===== config.mk =====
export PLATFORM = sky130hd
export DESIGN_NAME = vedic_div_16by8
export DESIGN_NICKNAME = d
export VERILOG_FILES = /design/src/rtl/vedic_div_16by8.sv
export SDC_FILE = /design/constraint.sdc
export NUM_CORES = 1
export LEC_CHECK = 0
export ABC_AREA = 0
export CORE_AREA = 2 2 70 72
export DETAILED_ROUTE_END_ITERATION = 16
export DIE_AREA = 0 0 72 74
export PLACE_DENSITY_LB_ADDON = 0.3
export SYNTH_ARGS = -nofsm -noshare
export SYNTH_HDL_FRONTEND = slang
export SYNTH_SLANG_ARGS = --single-unit

===== constraint.sdc =====
create_clock -name clk -period 3.4 [get_ports clk]
set_input_delay 0.85 -clock clk [delete_from_list [all_inputs] [get_ports clk]]
set_output_delay 0.85 -clock clk [all_outputs]
set_load 0.005 [all_outputs]

===== src/rtl/vedic_div_16by8.sv =====
// rtl/vedic_div_16by8.sv - sequential restoring divider, 2W/W bits, one quotient bit per clock
// Optional overflow/divide-by-zero early exit: define DIV_OVF_CHECK_EN.
module vedic_div_16by8 #(
    parameter int W = 8
) (
    input  logic           clk,
    input  logic           rst,
    input  logic           in_valid,
    output logic           in_ready,
    input  logic [2*W-1:0] dividend,
    input  logic [W-1:0]   divisor,
    output logic           out_valid,
    input  logic           out_ready,
    output logic [W-1:0]   quotient,
    output logic [W-1:0]   remainder,
    output logic           err
);

    localparam int CW = (W > 1) ? $clog2(W) : 1;
    localparam logic [CW-1:0] CNT_LAST = CW'(W - 1);

    typedef enum logic [1:0] {
        IDLE = 2'd0,
        RUN  = 2'd1,
        DONE = 2'd2
    } state_t;

    state_t        state;
    state_t        state_nxt;
    logic          accept;
    logic          last;
    logic          ovf;

    logic [W-1:0]  r_q;
    logic [W-1:0]  q_q;
    logic [W-1:0]  d_q;
    logic [CW-1:0] cnt;

    logic [W:0]    t;
    logic [W:0]    diff;
    logic          ge;
    logic [W-1:0]  r_nxt;
    logic [W-1:0]  q_nxt;

`ifdef DIV_OVF_CHECK_EN
    // A high half at or above the divisor cannot yield a W-bit quotient; divisor=0 lands here too.
    assign ovf = (dividend[2*W-1:W] >= divisor);
`else
    assign ovf = 1'b0;
`endif

    // State register.
    always_ff @(posedge clk or posedge rst) begin
        if (rst) begin
            state <= IDLE;
        end else begin
            state <= state_nxt;
        end
    end

    // Next-state decode; handshake outputs depend on the state register only.
    always_comb begin
        state_nxt = state;
        in_ready  = 1'b0;
        out_valid = 1'b0;
        accept    = 1'b0;
        last      = 1'b0;
        case (state)
            IDLE: begin
                in_ready = 1'b1;
                if (in_valid) begin
                    accept    = 1'b1;
                    state_nxt = ovf ? DONE : RUN;
                end
            end
            RUN: begin
                if (cnt == CNT_LAST) begin
                    last      = 1'b1;
                    state_nxt = DONE;
                end
            end
            DONE: begin
                out_valid = 1'b1;
                if (out_ready) begin
                    state_nxt = IDLE;
                end
            end
            default: state_nxt = IDLE;
        endcase
    end

    // One restoring step: shift the next dividend bit into the partial remainder and try a subtract.
    always_comb begin
        t     = {r_q, q_q[W-1]};
        diff  = t - {1'b0, d_q};
        ge    = (t >= {1'b0, d_q});
        r_nxt = ge ? diff[W-1:0] : t[W-1:0];
        q_nxt = {q_q[W-2:0], ge};
    end

    // Working registers: load on accept, iterate while running.
    always_ff @(posedge clk or posedge rst) begin
        if (rst) begin
            r_q <= '0;
            q_q <= '0;
            d_q <= '0;
            cnt <= '0;
        end else if (accept) begin
            r_q <= dividend[2*W-1:W];
            q_q <= dividend[W-1:0];
            d_q <= divisor;
            cnt <= '0;
        end else if (state == RUN) begin
            r_q <= r_nxt;
            q_q <= q_nxt;
            cnt <= cnt + 1'b1;
        end
    end

    // Result registers change only when entering DONE, so they hold through IDLE and RUN.
    always_ff @(posedge clk or posedge rst) begin
        if (rst) begin
            quotient  <= '0;
            remainder <= '0;
        end else if (last) begin
            quotient  <= q_nxt;
            remainder <= r_nxt;
        end else if (accept && ovf) begin
            quotient  <= '1;
            remainder <= '0;
        end
    end

`ifdef DIV_OVF_CHECK_EN
    logic err_q;

    // Error flag is set only by the early-exit path and cleared by any completed iteration run.
    always_ff @(posedge clk or posedge rst) begin
        if (rst) begin
            err_q <= 1'b0;
        end else if (last) begin
            err_q <= 1'b0;
        end else if (accept && ovf) begin
            err_q <= 1'b1;
        end
    end

    assign err = err_q;
`else
    assign err = 1'b0;
`endif

endmodule


==> results.toml <==
[setup_path]
arrival_ns = 2.50
crit_type = "register to register"
startpoint_type = "register"
crit_fanout = 13
end_kind = "register"
cp.required_ns = 3.60

[logic_synthesis]
netlist-cell-type-count = 50
synth_edf_count = 0
ys_warn_count = 0
synth_ff_type = "dfrtp_1"
syn_inst = 277
syn-num-nets = 316
ys_ff_latch = 45
async_reset_ff_share_pct = 100
synth-seq-area-share_pct = 45.1
syn_area_mm2 = 0.00249
syn_area_per_cell_um2 = 9.01

[clock_network]
cts_hold_buf = 0
htree_levels = 2
worstSkewPairLatency_ns = 0.31
post_cts_buffers = 0
tritoncts = "done"
cts_root_buf = "clkbuf_8"
cts.repair.resized = 0
path_clk_slew_ns = 0.09
cts_sinks = 45
cts_made_buffers = 5
clock_path_buffers = 2

[final_layout]
diodes = 0
layout_common_cells = "nand2_1 (63), dfrtp_1 (45), clkdlybuf4s50_1 (45)"
drive_above_1_share_pct = 6.92
nets = 356
fin_area_mm2 = 0.00301
post-route-util_pct = 65.4
final_common_cell = "nand2_1"
area_growth_pct = 20.6

[timing]
period_minus_slack_ns = 2.30
rsz0062_at_grt = "false"
setup_tns_ns = 0
timing.hold.ws_ns = 0.477
hold_violations = 0
drv_slew = 0
skew_ns = 0.0101
worst_pin_slew_ns = 0.795
max_clock_freq_mhz = 434
relSlewSlack_pct = 46.7
period_share_pct = 67.7
setup_violations = 0

[die]
initial_core_util_pct = 54.3
die-area_mm2 = 0.00533
die_h_um = 74
io_pins = 47
core_mm2 = 0.00460
dieWidth_um = 72
rows = 25

[flow_run]
maxCapViolations = 0

[grt]
grt_first_pass_wirelength_mm = 9.76
antenna_found_initial = 0
overflow = 0
track_usage_pct = 23.5
grt_max_degree = 32
grt_pass1_vias = 2060

[hold_path]
hold_class = "register to register"

[detailed_routing]
first_iter_violations = 214
antenna_left = 0
vias = 2193
wl_per_cell_um = 15.2
drc = 0
drtPass1Iterations = 5
post_drt_via_cell_ratio = 5.90
drt-total-wl_mm = 5.66

[place]
place_area_mm2 = 0.00291
gp_congestion = 0.843
port_buffers = 45
dp_hpwl_mm = 4.02

[pwr]
p_total_mw = 3.21
max-vdd-ir-drop_uv = 652
p_leak_nw = 1.37
p_per_area_mw_per_mm2 = 1070

[run_status]
status = "finished clean"
## cells by family (layout without fill, tap and decap cells)
kind of cell	after synthesis	after routing	share of synthesized area, %
flops	45	45	45.1
compound gates	68	68	18.2
simple gates	120	120	22.5
xor+xnor	2	2	0.702
buf+inv	29	70	7.12
other cells	1	1	0.150
fa+ha+maj	11	11	5.82
mux	1	1	0.401
## final cells by class
cell class	instances	area (um2)
tap	54	67.6
timing repair buffer	49	480
clock buffer	5	68.8
sequential	45	1130
inverter	13	48.8
clock inverter	3	25.0
fill	393	1590
multi-input combinational	203	1190
## final timing paths
path                        startpoint           to  slack [ns]  depth (start not counted)
max                             r_q[3]       r_q[3]        1.10                          6
min                        quotient[3]  quotient[3]        0.48                          2
max reg2reg                     r_q[3]       r_q[3]        1.10                          6
min reg2reg                quotient[3]  quotient[3]        0.48                          2
max in group asynchronous          rst       d_q[1]        1.89                          3
min in group asynchronous          rst       q_q[7]        0.90                          2
## metal layers
layer  wire length [um]  global-route usage [%]
met1               2480                    31.8
met2               2770                    39.2
met3                363                    5.56
met4                 45                    4.82
met5                  0                       0
## flip-flops by register name, indices dropped and copies added, names as in the netlist
signal     count
d_q            8
q_q            8
quotient       8
r_q            8
remainder      8
cnt            3
state          2
## stage by stage
| step | instances | worst slack (ns) |
|---|---|---|
| 2_1_floorplan | 277 | 1.47 |
| 3_3_place_gp | 364 | 1.03 |
| 3_5_place_dp | 364 | 0.958 |
| 4_1_cts | 372 | 1.10 |
| 5_1_grt | 372 | 0.923 |
| 6_report | 372 | 1.10 |
## power breakdown
part	switching, mW	total (mW)	internal [mW]
sequential	0.174	0.978	0.804
clock	0.199	0.347	0.148
combinational	1.06	1.89	0.827
total	1.43	3.21	1.78
## worst max-delay path, cell delays in order, from the launching register on
cell      delay, ns
dfrtp_1        0.43
ha_1           0.37
a21o_1         0.22
a31o_1         0.22
o221ai_2       0.50
a21oi_1        0.20
o31ai_1        0.25
## synth_stat cells (all sizes together), types with 2 or more instances
cell type | number | area, um2
a21o | 2 | 15.0
a21oi | 14 | 70.1
a22oi | 4 | 30.0
a31oi | 6 | 37.5
and2 | 4 | 25.0
and3 | 7 | 45.1
buf | 6 | 51.3
clkbuf | 10 | 77.6
dfrtp | 45 | 1130
ha | 10 | 125
inv | 13 | 48.8
nand2 | 63 | 236
nand2b | 4 | 25.0
nand3 | 6 | 30.0
nand4 | 7 | 43.8
nor2 | 17 | 63.8
nor3 | 5 | 40.0
o2111ai | 3 | 32.5
o211ai | 3 | 22.5
o21a | 2 | 15.0
o21ai | 17 | 85.1
o31ai | 7 | 52.6
or3 | 3 | 21.3
Power figures use the tool's default switching activity.
